### src/rtl/bram_client_pkg.sv
// Shared types and elaboration helpers for the BRAM port client.
// The macro BRAM_PORT_CLIENT_WRITE_ACK_EN (used by bram_port_client) makes writes return a response.
package bram_client_pkg;

   // Deepest return pipe supported: PIPELINED BRAM gives two cycles EN -> DO
   localparam int unsigned MAX_LAT = 2;

   // One valid bit per return-pipe stage; only the low LAT bits are ever set
   typedef logic [MAX_LAT-1:0] ret_tags_t;

   // Cycles from BRAM EN to DO valid
   function automatic int unsigned lat_f(input int unsigned pipelined);
      return 1 + ((pipelined != 0) ? 1 : 0);
   endfunction

   // Width of a counter holding 0..depth inclusive
   function automatic int unsigned cnt_width_f(input int unsigned depth);
      return $clog2(depth + 1);
   endfunction

endpackage

### src/rtl/bram_resp_fifo.sv
// Synchronous response FIFO (DATA_WIDTH x DEPTH), sync active-high reset.
// No bypass: a word pushed into an empty FIFO becomes visible the next cycle.
module bram_resp_fifo #(
   parameter int unsigned DATA_WIDTH = 32,
   parameter int unsigned DEPTH      = 4
) (
   input  logic                  clk_i,
   input  logic                  rst_i,
   input  logic                  push_i,
   input  logic [DATA_WIDTH-1:0] din_i,
   input  logic                  pop_i,
   output logic [DATA_WIDTH-1:0] dout_o,
   output logic                  full_o,
   output logic                  empty_o
);
   localparam int unsigned PW = (DEPTH > 1) ? $clog2(DEPTH) : 1;
   localparam int unsigned CW = $clog2(DEPTH + 1);

   logic [DATA_WIDTH-1:0] mem_q [DEPTH];
   logic [PW-1:0]         wr_q, rd_q;
   logic [CW-1:0]         occ_q;

   assign dout_o  = mem_q[rd_q];
   assign full_o  = (occ_q == CW'(DEPTH));
   assign empty_o = (occ_q == '0);

   // Storage: written on push, no reset needed
   always_ff @(posedge clk_i) begin
      if (push_i) begin
         mem_q[wr_q] <= din_i;
      end
   end

   // Pointers and occupancy; simultaneous push/pop leaves occupancy unchanged
   always_ff @(posedge clk_i) begin
      if (rst_i) begin
         wr_q  <= '0;
         rd_q  <= '0;
         occ_q <= '0;
      end else begin
         if (push_i) begin
            wr_q <= (wr_q == PW'(DEPTH - 1)) ? '0 : wr_q + 1'b1;
         end
         if (pop_i) begin
            rd_q <= (rd_q == PW'(DEPTH - 1)) ? '0 : rd_q + 1'b1;
         end
         case ({push_i, pop_i})
            2'b10:   occ_q <= occ_q + 1'b1;
            2'b01:   occ_q <= occ_q - 1'b1;
            default: occ_q <= occ_q;
         endcase
      end
   end

   a_no_underflow: assert property (@(posedge clk_i) disable iff (rst_i) !(pop_i && empty_o));

endmodule

### src/rtl/bram_port_client.sv
// Request-side initiator for one port of a write-first byte-enable BRAM.
// Credit-based: outstanding responding requests + FIFO occupancy never exceed RESP_DEPTH.
// Define BRAM_PORT_CLIENT_WRITE_ACK_EN to make writes consume a credit and return the written word.
module bram_port_client
   import bram_client_pkg::*;
#(
   parameter int unsigned PIPELINED  = 0,
   parameter int unsigned ADDR_WIDTH = 16,
   parameter int unsigned DATA_WIDTH = 32,
   parameter int unsigned CHUNKSIZE  = 8,
   parameter int unsigned WE_WIDTH   = 4,
   parameter int unsigned RESP_DEPTH = 4
) (
   input  logic                  CLK,
   input  logic                  RST,
   input  logic                  REQ_VALID,
   output logic                  REQ_RDY,
   input  logic [WE_WIDTH-1:0]   REQ_WE,
   input  logic [ADDR_WIDTH-1:0] REQ_ADDR,
   input  logic [DATA_WIDTH-1:0] REQ_DATA,
   output logic                  RESP_VALID,
   input  logic                  RESP_RDY,
   output logic [DATA_WIDTH-1:0] RESP_DATA,
   output logic                  BRAM_EN,
   output logic [WE_WIDTH-1:0]   BRAM_WE,
   output logic [ADDR_WIDTH-1:0] BRAM_ADDR,
   output logic [DATA_WIDTH-1:0] BRAM_DI,
   input  logic [DATA_WIDTH-1:0] BRAM_DO
);
   localparam int unsigned LAT       = lat_f(PIPELINED);
   localparam int unsigned CW        = cnt_width_f(RESP_DEPTH);
   localparam ret_tags_t   LAT_MASK  = ret_tags_t'((1 << LAT) - 1);
   localparam ret_tags_t   LAST_MASK = ret_tags_t'(1 << (LAT - 1));

   logic          fire, resp_req, push, pop, fifo_full, fifo_empty;
   ret_tags_t     tags_q, tags_d;
   logic [CW-1:0] cnt_q, cnt_d;

   // Ready depends only on registered credit state, never on RESP_RDY
   assign REQ_RDY = !RST && (cnt_q < CW'(RESP_DEPTH));
   assign fire    = REQ_VALID && REQ_RDY;

`ifdef BRAM_PORT_CLIENT_WRITE_ACK_EN
   assign resp_req = fire;
`else
   assign resp_req = fire && (REQ_WE == '0);
`endif

   assign BRAM_EN   = fire;
   assign BRAM_WE   = fire ? REQ_WE : '0;
   assign BRAM_ADDR = REQ_ADDR;
   assign BRAM_DI   = REQ_DATA;

   // Tag reaches the last stage exactly when BRAM_DO holds that request's word
   assign tags_d     = {tags_q[MAX_LAT-2:0], resp_req} & LAT_MASK;
   assign push       = |(tags_q & LAST_MASK);
   assign RESP_VALID = !fifo_empty;
   assign pop        = RESP_VALID && RESP_RDY;

   // Credit count: +1 per responding fire, -1 per pop
   always_comb begin
      cnt_d = cnt_q;
      case ({resp_req, pop})
         2'b10:   cnt_d = cnt_q + 1'b1;
         2'b01:   cnt_d = cnt_q - 1'b1;
         default: cnt_d = cnt_q;
      endcase
   end

   // Return-pipe tags and credits; reset drops any in-flight returns
   always_ff @(posedge CLK) begin
      if (RST) begin
         tags_q <= '0;
         cnt_q  <= '0;
      end else begin
         tags_q <= tags_d;
         cnt_q  <= cnt_d;
      end
   end

   bram_resp_fifo #(
      .DATA_WIDTH (DATA_WIDTH),
      .DEPTH      (RESP_DEPTH)
   ) u_fifo (
      .clk_i   (CLK),
      .rst_i   (RST),
      .push_i  (push),
      .din_i   (BRAM_DO),
      .pop_i   (pop),
      .dout_o  (RESP_DATA),
      .full_o  (fifo_full),
      .empty_o (fifo_empty)
   );

   a_no_overflow: assert property (@(posedge CLK) disable iff (RST) !(push && fifo_full));

   a_req_stable: assert property (@(posedge CLK) disable iff (RST)
      (REQ_VALID && !REQ_RDY) |=> (REQ_VALID && $stable(REQ_WE) && $stable(REQ_ADDR) && $stable(REQ_DATA)));

endmodule

### config.mk
export PLATFORM = sky130hd
export DESIGN_NAME = bram_port_client
export DESIGN_NICKNAME = d
export VERILOG_FILES = /design/src/rtl/bram_client_pkg.sv /design/src/rtl/bram_resp_fifo.sv /design/src/rtl/bram_port_client.sv
export SDC_FILE = /design/constraint.sdc
export NUM_CORES = 1
export LEC_CHECK = 0
export ABC_AREA = 1
export CAP_MARGIN = 20
export CORE_ASPECT_RATIO = 0.6
export CORE_UTILIZATION = 43
export CTS_CLUSTER_DIAMETER = 50
export DETAILED_ROUTE_END_ITERATION = 6
export PLACE_DENSITY = 0.87
export SLEW_MARGIN = 20
export SYNTH_ARGS = -nofsm -noshare
export SYNTH_HDL_FRONTEND = slang
export SYNTH_SLANG_ARGS = --single-unit
### constraint.sdc
create_clock -name CLK -period 1.6 [get_ports CLK]
set_input_delay 0.32 -clock CLK [delete_from_list [all_inputs] [get_ports CLK]]
set_output_delay 0.32 -clock CLK [all_outputs]
set_load 0.02 [all_outputs]
==> out/qor.yml <==
antenna_found_initial: 1
synth_top_cell_area_share: 0.658
cts.sinks: 141
worst_pin_slew_ns: 0.264
skew_ns: 0.00909
crit_type: "flop to output pin"
synth_warnings: 0
min_to: "tags_q[0]"
antennaDiodeCount: 0
netlist_area_sq_mm: 0.00585
drt-pass1-iter-count: 7
synthSimpleGateAreaFrac: 0.0674
final_common_cell: "edfxtp_1"
slowest_delay_ns: 0.37
finalWirelength_um: 13200
first_global_vias: 3864
cts_buffers: 17
worstPathArrival_ns: 1.62
final_util: 0.587
violations: "DRC, setup timing"
pre_cts_slack_ns: -0.634
drive_above_1_share: 0.332
critical_path.top_delay_family: "buffers and inverters"
hold_class: "input pin to flop"
synth_nets: 553
reg2reg_slack_ns: -0.06
grtUsageTotal: 0.191
yosys.area.top_type: "edfxtp_1"
area_growth_syn_to_layout_pct: 31.1
drt_iter0_markers: 263
fin_area_sq_mm: 0.00766
synth_seq_cells: 141
layout_common_cells: "128 x edfxtp_1, 68 x nor2_1, 49 x buf_4"
critPathRequiredTime_ns: 1.28
end_kind: "output pin"
via_per_inst: 5.27
rr_endpoint: "cnt_q[2]"
die_area_sq_mm: 0.0141
cts_tree: "built"
synth_compound_area_frac: 0.100
setup_viol: 33
reg2reg_depth: 13
port_buffers: 78
yosys.area_share.adder: 0.0218
hold_viol_final: 0
die_h_um: 92.3
netlist_instances: 456
worstHoldStart: "REQ_WE[3]"
io_pins: 175
place.gp.congestion: 0.810
antenna_left: 0
irDropWorstVdd_v: 0.000708
power.density_mw_per_mm2: 1430
ys_seq_area_frac: 0.702
final_cells: 712
synth_xor_area_frac: 0
worstHoldPathCells: 4
post-route-min-period_ns: 1.94
fin_nets: 626
synth_mux_area_frac: 0
rsz0062_at_grt: "true"
path_buf_inv: 3
critical-path-slowest-cell: "dfxtp_4"
num_rows: 32
final-max-slew-violation-count: 0
layout_setup_ws_ns: -0.343
clk_pin_slew_ns: 0.06
grt-ovfl-total: 0
reg2reg_from: "cnt_q[2]"
dpl_cell_area_sq_mm: 0.00677
grt_pass1_wl_um: 20200
crit_fanout: 17
drc: 17
status: "finished with violations"
dr_total_vias: 3754
dp.cells: 672
ys_types: 22
syn_avg_cell_area_sq_um: 12.8
start_util: 0.448
grt_max_degree: 27
hpwlAfterDp_um: 8000
leakage_uw: 0.00281
period_share: 1.21
slew_headroom: 0.822
clock_path_buffers: 2
fmax_mhz: 515
crit_chain: "buf_12 -> buf_8 -> o21ai_0 -> o22ai_2 -> buf_6"
fin_hold_ws_ns: 0.259
die-width_um: 153
cts-root-buf: "clkbuf_16"
htreeDepth: 4
fillers: 994
startpoint_type: "flop"
fp.coreArea_sq_mm: 0.0131
worstSkewPairLatency_ns: 0.40
cap_violations: 0
drt-wirelength-per-cell_um: 18.6
cts_hold_buf: 0
ys_top_cells_by_area: "edfxtp_1 66%, buf_4 6.5%, nor2_1 4.9%"
synth_top_family_by_area: "buffers and inverters"
## registers in the layout (all words and copies together) (netlist names), named ones only
signal        cells
u_fifo.wr_q       2
cnt_q             3
tags_q            1
u_fifo.rd_q       2
u_fifo.occ_q      3
u_fifo.mem_q    128
## cells by family (layout without fill, tap and decap cells)
group	count (synthesis)	in the layout
fa+ha+maj	9	9
simple gates	101	101
flops	141	141
compound gates	109	109
buf+inv	96	182
## through the flow
| step | total power (uW) | TNS, ns |
|---|---|---|
| 5_1_grt | 11400 | -11.19 |
| 3_3_place_gp | 6410 | -13.96 |
| 3_5_place_dp | 6490 | -15.28 |
| 4_1_cts | 10800 | -8.66 |
| 6_report | 11000 | -8.82 |
| 2_1_floorplan | 5570 | -0.0304 |
## worst max-delay path by stage
stage / endpoint / start / slack, ns / cells past startpoint
finish: RESP_DATA[16] / flop / -0.34 / 5
global route: RESP_DATA[16] / flop / -0.41 / 5
CTS: RESP_DATA[26] / flop / -0.32 / 5
detailed placement: cnt_q[2] / RST / -0.63 / 14
global placement: cnt_q[2] / RST / -0.55 / 14
floorplan: cnt_q[2] / u_fifo.occ_q[2] / -0.02 / 12
## timing repair
item,CTS,global route
setup buffers,4,3
cloned,0,1
setup endpoints to repair,42,36
gates resized for setup,231,57
pin swaps,10,25
## tightest hold or removal path, cell delays in order
cell	delay (ns)
dlymetal6s2s_1	0.10
inv_2	0.04
nand4_1	0.12
nor2_4	0.04
## power breakdown
part	internal [uW]	total, uW	switching, uW
logic	1180	2590	1410
registers	4070	4110	43.1
clock network	2770	4260	1480
total	8030	11000	2940
## layout make-up
cell class	instances	area, sq um	share of cell area
Timing Repair Buffer	121	1230	0.161
Inverter	29	139	0.0181
Sequential cell	141	4110	0.537
Multi-Input combinational cell	219	1320	0.172
Tap cell	170	213	0.0278
Clock inverter	14	218	0.0284
Clock buffer	18	429	0.0560
## layer usage
layer	vias up	track usage	share of wire	wire (um)
met4	0	0.0859	0.022	297
met1	1850	0.242	0.42	5510
met2	136	0.307	0.49	6460
met5	-	0	0	0
li1	1731	-	-	-
met3	37	0.0576	0.071	942
## Yosys cell counts
cell type  count
nand4_1        1
dfxtp_1       13
a21oi_1        8
and2_1         1
inv_1         27
buf_4         51
buf_2          6
inv_2          1
inv_8          1
nor2_1        77
nor3_1         1
edfxtp_1     128
or2_2          1
nand3_1        5
o22ai_1       32
fa_1           2
ha_1           7
nand2_1       15
buf_6          9
o21ai_1       28
o21ai_0       41
clkbuf_1       1
No activity file was read; power rests on OpenSTA's default activity.
